$ cat config.mk
export PLATFORM = sky130hd
export DESIGN_NAME = serial_subtractor_flat
export DESIGN_NICKNAME = d
export VERILOG_FILES = /design/src/rtl/serial_subtractor_pkg.sv /design/src/rtl/serial_subtractor_if.sv /design/src/rtl/serial_subtractor_full_subtractor.sv /design/src/rtl/serial_subtractor.sv /design/src/flat_wrapper.sv
export SDC_FILE = /design/constraint.sdc
export NUM_CORES = 1
export LEC_CHECK = 0
export ABC_AREA = 1
export CAP_MARGIN = 5
export CORE_MARGIN = 4
export CORE_UTILIZATION = 50
export DETAILED_ROUTE_END_ITERATION = 12
export DONT_BUFFER_PORTS = 1
export PLACE_DENSITY_LB_ADDON = 0.05
export SYNTH_ARGS = -nofsm -noshare
export SYNTH_HDL_FRONTEND = slang
export SYNTH_SLANG_ARGS = --single-unit
$ cat constraint.sdc
create_clock -name clk -period 1.8 [get_ports clk]
set_input_delay 0.36 -clock clk [delete_from_list [all_inputs] [get_ports clk]]
set_output_delay 0.36 -clock clk [all_outputs]
set_load 0.01 [all_outputs]
$ cat src/rtl/serial_subtractor_pkg.sv
// -----------------------------------------------------------------------------
// serial_subtractor_pkg
//   Shared definitions for the bit-serial subtractor.
//   - State encoding of the control FSM. The fourth code (S_DONE+1) is unused
//     and is treated exactly like S_IDLE by the FSM and the status decode.
//   - calc_ovf: signed-overflow rule for A - B. Overflow can only happen when
//     the operands differ in sign, and it shows up as a result whose sign
//     differs from the minuend's sign.
// -----------------------------------------------------------------------------
package serial_subtractor_pkg;

    typedef logic [1:0] state_t;

    localparam state_t S_IDLE  = 2'd0;
    localparam state_t S_SHIFT = 2'd1;
    localparam state_t S_DONE  = 2'd2;

    function automatic logic calc_ovf(input logic a_msb,
                                      input logic b_msb,
                                      input logic d_msb);
        return (a_msb != b_msb) && (d_msb != a_msb);
    endfunction

endpackage

$ cat src/rtl/serial_subtractor_if.sv
// -----------------------------------------------------------------------------
// serial_subtractor_if
//   Start/ready/done handshake and operand/result bus of the serial subtractor.
//   master: the issuing datapath (drives start, A, B)
//   slave : the subtractor (drives ready, busy, done, Diff, Bout, Ovf)
//   Signals:
//     start  request, accepted only while ready=1
//     A, B   minuend / subtrahend, sampled on the accepted start edge
//     ready  subtractor idle
//     busy   operation in progress (shifting or presenting the result)
//     done   one-cycle pulse; Diff/Bout/Ovf already hold the new result
//     Diff   (A - B) mod 2^WIDTH
//     Bout   final borrow (A < B unsigned)
//     Ovf    signed overflow of A - B
// -----------------------------------------------------------------------------
interface serial_subtractor_if #(
    parameter int WIDTH = 4
);
    logic             start;
    logic [WIDTH-1:0] A;
    logic [WIDTH-1:0] B;
    logic             ready;
    logic             busy;
    logic             done;
    logic [WIDTH-1:0] Diff;
    logic             Bout;
    logic             Ovf;

    modport master (
        output start, A, B,
        input  ready, busy, done, Diff, Bout, Ovf
    );

    modport slave (
        input  start, A, B,
        output ready, busy, done, Diff, Bout, Ovf
    );
endinterface

$ cat src/rtl/serial_subtractor_full_subtractor.sv
// -----------------------------------------------------------------------------
// serial_subtractor_full_subtractor
//   One-bit combinational full-subtractor cell: computes a - b - bin.
//   Ports:
//     a, b  operand bits
//     bin   borrow in from the previous (less significant) bit
//     d     difference bit
//     bout  borrow out to the next bit
// -----------------------------------------------------------------------------
module serial_subtractor_full_subtractor (
    input  logic a,
    input  logic b,
    input  logic bin,
    output logic d,
    output logic bout
);
    assign d    = a ^ b ^ bin;
    // Borrow when b exceeds a, or when they are equal and a borrow is pending.
    assign bout = (~a & b) | (~(a ^ b) & bin);
endmodule

$ cat src/rtl/serial_subtractor.sv
// -----------------------------------------------------------------------------
// serial_subtractor
//   Bit-serial subtractor: Diff = A - B, one bit per clock, LSB first, using a
//   single full-subtractor cell and a borrow flop.
//   Ports:
//     clk  rising-edge clock
//     rst  asynchronous active-high reset
//     bus  slave side of serial_subtractor_if (start/A/B in,
//          ready/busy/done/Diff/Bout/Ovf out)
//   Timing: start accepted at edge 0 -> WIDTH shift edges -> done high for
//   one cycle (cycle WIDTH+1) -> ready again in cycle WIDTH+2.
// -----------------------------------------------------------------------------
module serial_subtractor
    import serial_subtractor_pkg::*;
#(
    parameter int WIDTH = 4
) (
    input  logic                 clk,
    input  logic                 rst,
    serial_subtractor_if.slave   bus
);
    localparam int CW = (WIDTH > 1) ? $clog2(WIDTH) : 1;
    localparam logic [CW-1:0] LAST = CW'(WIDTH - 1);

    state_t           state_reg;
    logic [WIDTH-1:0] a_sr_reg;
    logic [WIDTH-1:0] b_sr_reg;
    logic [WIDTH-1:0] d_sr_reg;
    logic             borrow_reg;
    logic [CW-1:0]    count_reg;
    logic             a_msb_reg;
    logic             b_msb_reg;
    logic [WIDTH-1:0] diff_reg;
    logic             bout_reg;
    logic             ovf_reg;

    logic             fs_d;
    logic             fs_bout;
    logic [WIDTH-1:0] d_sr_next;

    serial_subtractor_full_subtractor u_fs (
        .a    (a_sr_reg[0]),
        .b    (b_sr_reg[0]),
        .bin  (borrow_reg),
        .d    (fs_d),
        .bout (fs_bout)
    );

    // New difference bit enters at the top, so after WIDTH shifts the LSB
    // computed first sits at bit 0.
    assign d_sr_next = {fs_d, d_sr_reg[WIDTH-1:1]};

    always_ff @(posedge clk or posedge rst) begin
        if (rst) begin
            state_reg  <= S_IDLE;
            a_sr_reg   <= '0;
            b_sr_reg   <= '0;
            d_sr_reg   <= '0;
            borrow_reg <= 1'b0;
            count_reg  <= '0;
            a_msb_reg  <= 1'b0;
            b_msb_reg  <= 1'b0;
            diff_reg   <= '0;
            bout_reg   <= 1'b0;
            ovf_reg    <= 1'b0;
        end else begin
            case (state_reg)
                S_SHIFT: begin
                    a_sr_reg   <= {1'b0, a_sr_reg[WIDTH-1:1]};
                    b_sr_reg   <= {1'b0, b_sr_reg[WIDTH-1:1]};
                    d_sr_reg   <= d_sr_next;
                    borrow_reg <= fs_bout;
                    if (count_reg == LAST) begin
                        // Result registers are loaded on the edge that enters
                        // DONE so they are already valid while done is high.
                        state_reg <= S_DONE;
                        diff_reg  <= d_sr_next;
                        bout_reg  <= fs_bout;
                        ovf_reg   <= calc_ovf(a_msb_reg, b_msb_reg, fs_d);
                    end else begin
                        count_reg <= count_reg + 1'b1;
                    end
                end
                S_DONE: begin
                    state_reg <= S_IDLE;
                end
                default: begin
                    // S_IDLE and the unused code behave identically.
                    state_reg <= S_IDLE;
                    if (bus.start) begin
                        state_reg  <= S_SHIFT;
                        a_sr_reg   <= bus.A;
                        b_sr_reg   <= bus.B;
                        d_sr_reg   <= '0;
                        borrow_reg <= 1'b0;
                        count_reg  <= '0;
                        a_msb_reg  <= bus.A[WIDTH-1];
                        b_msb_reg  <= bus.B[WIDTH-1];
                    end
                end
            endcase
        end
    end

    assign bus.busy  = (state_reg == S_SHIFT) || (state_reg == S_DONE);
    assign bus.ready = ~bus.busy;
    assign bus.done  = (state_reg == S_DONE);
    assign bus.Diff  = diff_reg;
    assign bus.Bout  = bout_reg;
    assign bus.Ovf   = ovf_reg;

endmodule
$ cat src/flat_wrapper.sv
// flat-port wrapper written by rule: the top's interface ports become plain ports
module serial_subtractor_flat import serial_subtractor_pkg::*;
#(
    parameter int WIDTH = 4
)
  (clk, rst, bus_start, bus_A, bus_B, bus_ready, bus_busy, bus_done, bus_Diff, bus_Bout, bus_Ovf);
  serial_subtractor_if #(.WIDTH(WIDTH)) bus_i ();
  input  logic clk;
  input  logic rst;
  input wire logic [$bits(bus_i.start)-1:0] bus_start;
  input wire logic [$bits(bus_i.A)-1:0] bus_A;
  input wire logic [$bits(bus_i.B)-1:0] bus_B;
  output wire logic [$bits(bus_i.ready)-1:0] bus_ready;
  output wire logic [$bits(bus_i.busy)-1:0] bus_busy;
  output wire logic [$bits(bus_i.done)-1:0] bus_done;
  output wire logic [$bits(bus_i.Diff)-1:0] bus_Diff;
  output wire logic [$bits(bus_i.Bout)-1:0] bus_Bout;
  output wire logic [$bits(bus_i.Ovf)-1:0] bus_Ovf;
  assign bus_i.start = bus_start;
  assign bus_i.A = bus_A;
  assign bus_i.B = bus_B;
  assign bus_ready = bus_i.ready;
  assign bus_busy = bus_i.busy;
  assign bus_done = bus_i.done;
  assign bus_Diff = bus_i.Diff;
  assign bus_Bout = bus_i.Bout;
  assign bus_Ovf = bus_i.Ovf;
  serial_subtractor #(.WIDTH(WIDTH)) u_core (.clk(clk), .rst(rst), .bus(bus_i));
endmodule
==> flow_summary.yaml <==
placed_design:
  place_ws_ps: 353
  gp_congestion: 0.737
  place.port_buffers: 0
  post-dp-hpwl_mm: 1.64
sta:
  relSlewSlack: 0.792
  worst_pin_slew_ps: 312
  clock.fmax_ghz: 0.611
  maxSlewViolCount: 0
  layout_min_cycle_time_ps: 1640
  rsz0062_at_grt: "false"
  worst_slack_ps: 164
  skew_ps: 7.82
  hold_viol: 0
  setup_violations: 0
  finalCritPeriodShare: 0.909
  fin_tns_setup_ps: 0
cts:
  insertion_delay_ps: 310
  cts_resized: 0
  clockRootBuffer: "clkbuf_4"
  htreeDepth: 1
  clkSinkCount: 24
  cts_buffer_depth: 2
  cts_buffers: 3
  clkTransAtPathRegs_ps: 130
  cts_tree: "built"
  post_cts_buffers: 0
  ctsHoldBuffers: 1
yosys:
  syn_area_sq_um: 1180
  synth_top_area_share: 0.510
  ys_ff_latch: 24
  syn_inst: 145
  synth_area_leaders: "dfrtp_1 51%, nand2_1 23%, inv_1 5.4%"
  ys_top_cells_by_count: "71 x nand2_1, 24 x dfrtp_1, 17 x inv_1, 7 x nand3_1"
  async_reset_ff_frac: 1.00
  synth_flop_cell: "dfrtp_1"
  synth_top_area_cell: "dfrtp_1"
  syn_area_per_cell_sq_um: 8.13
  synthSimpleGateAreaFrac: 0.277
  synth_fp_nets: 161
  ys_types: 17
  yosysMostFrequentCell: "nand2_1"
  synth_edf_count: 0
  synth_xor_xnor_area_share: 0
  synth-seq-area-share: 0.510
  synth_top_family_by_area: "simple AND/OR/NAND/NOR gates"
  synth-compound-area-share: 0.0743
  yosys_warnings: 0
  synthMuxAreaShare: 0
  synth_adder_area_share: 0.0594
final_layout:
  fill_cells: 219
  final_layout_size_suffix_gt1_frac: 0.0993
  antennaDiodeCount: 0
  synthToLayoutAreaGrowth_pct: 8.28
  nets: 168
power_and_ir_drop:
  ir_drop_mv: 1.18
  p_per_area_nw_per_um2: 1610
  power_leakage_nw: 0.722
  power_mw: 2.06
run_status:
  status: "finished clean"
floorplanning:
  rows: 17
  dieArea_sq_um: 3200
  ios: 20
  die_h_microns: 56.6
  initial_core_util: 0.528
  die_w_microns: 56.6
  fp.coreArea_sq_um: 2230
flow_run:
  drv_cap: 0
grt:
  grt_pass1_wl_mm: 3.84
  use_met1: 0.194
  use_met2: 0.256
  met3_usage: 0.0299
  busiest_layer: "met2"
  antenna_found_initial: 0
  grt_pass1_vias: 895
  grt_max_degree: 25
  grt_util_all_layers: 0.153
  grt_overflow: 0
routing:
  routedWlPerCell_microns: 12.2
  num_vias: 881
  final_antenna_net_count: 0
  firstDrtPassIters: 4
  route.detailed.drc: 0
  drt_wl_total_mm: 2.18
  viasPerCell: 4.92
  drt_iter0_drc: 20
setup_path:
  end_kind: "primary output"
  critPathLaunchType: "flip-flop"
  crit_type: "flip-flop to primary output"
  crit_arrival_ps: 1280
  path_max_fanout: 3
  worstPathRequired_ps: 1440
hold_path:
  hold_path.class: "input port to flip-flop"
-- path summary, 6_finish.rpt --
kind | start | end | slack, ps | cells past startpoint
setup / recovery | u_core.state_reg[0]$_DFFE_PP0P_ | bus_busy | 160 | 3
setup reg to reg | u_core.state_reg[0]$_DFFE_PP0P_ | u_core.borrow_reg$_DFFE_PP0P_ | 350 | 7
hold / removal | bus_A[3] | u_core.a_sr_reg[3]$_DFFE_PP0P_ | 190 | 2
min in group asynchronous | rst | u_core.bus.Ovf$_DFFE_PP0P_ | 520 | 3
hold reg to reg | u_core.d_sr_reg[1]$_DFFE_PP0P_ | u_core.bus.Diff[0]$_DFFE_PP0P_ | 490 | 2
max in group asynchronous | rst | u_core.count_reg[1]$_DFFE_PP0P_ | 1050 | 3
-- power by group --
group / internal [mW] / switching [mW]
registers: 0.728 / 0.141
clock network: 0.225 / 0.164
logic: 0.293 / 0.506
-- per-stage QoR --
stage                     area (sq um)  cells  hold slack, ps   util
after CTS                         1280    179             176  0.571
final                             1280    179             187  0.571
after floorplan                   1180    145             375      -
after global routing              1280    179             178  0.571
after global placement            1210    174             315  0.543
after detailed placement          1210    174             318  0.543
-- cell families (layout without fill, tap and decap cells) --
family                   Yosys count  count (layout)
AO/OA/AOI/OAI                     13              13
adder cells (fa/ha/maj)            5               5
buffers and inverters             21              27
flip-flops                        24              24
AND/OR/NAND/NOR                   82              82
-- per-layer routing --
metal,routed length (microns),share of wire
met5,0,0
met4,19,0.0087
met3,85,0.039
met2,1040,0.48
met1,1040,0.47
-- placed cells by master, fill, tap and decap left out, drive strengths merged --
master	synthesis	routed
ha	4	4
dlygate4sd3	0	1
nand3	7	7
bufinv	0	1
o21ai	12	12
inv	19	19
clkbuf	0	3
a21oi	1	1
nor2	1	1
buf	2	3
fa	1	1
or2	2	2
dfrtp	24	24
nand2	72	72
-- cell type report --
class	instances	area, sq um	share of cell area
clock buffers	3	22.5	0.0176
clock inverters	1	30.0	0.0235
inverters	19	71.3	0.0559
multi-input cells	100	484	0.379
flip-flops and latches	24	601	0.471
well taps	28	35.0	0.0275
repair buffers	4	32.5	0.0255
-- critical path: stages, from the launching register on --
cell and delay, ps:
dfrtp_1 400, inv_1 80, ha_1 360, inv_1 120
(Power assumes the default switching activity.)
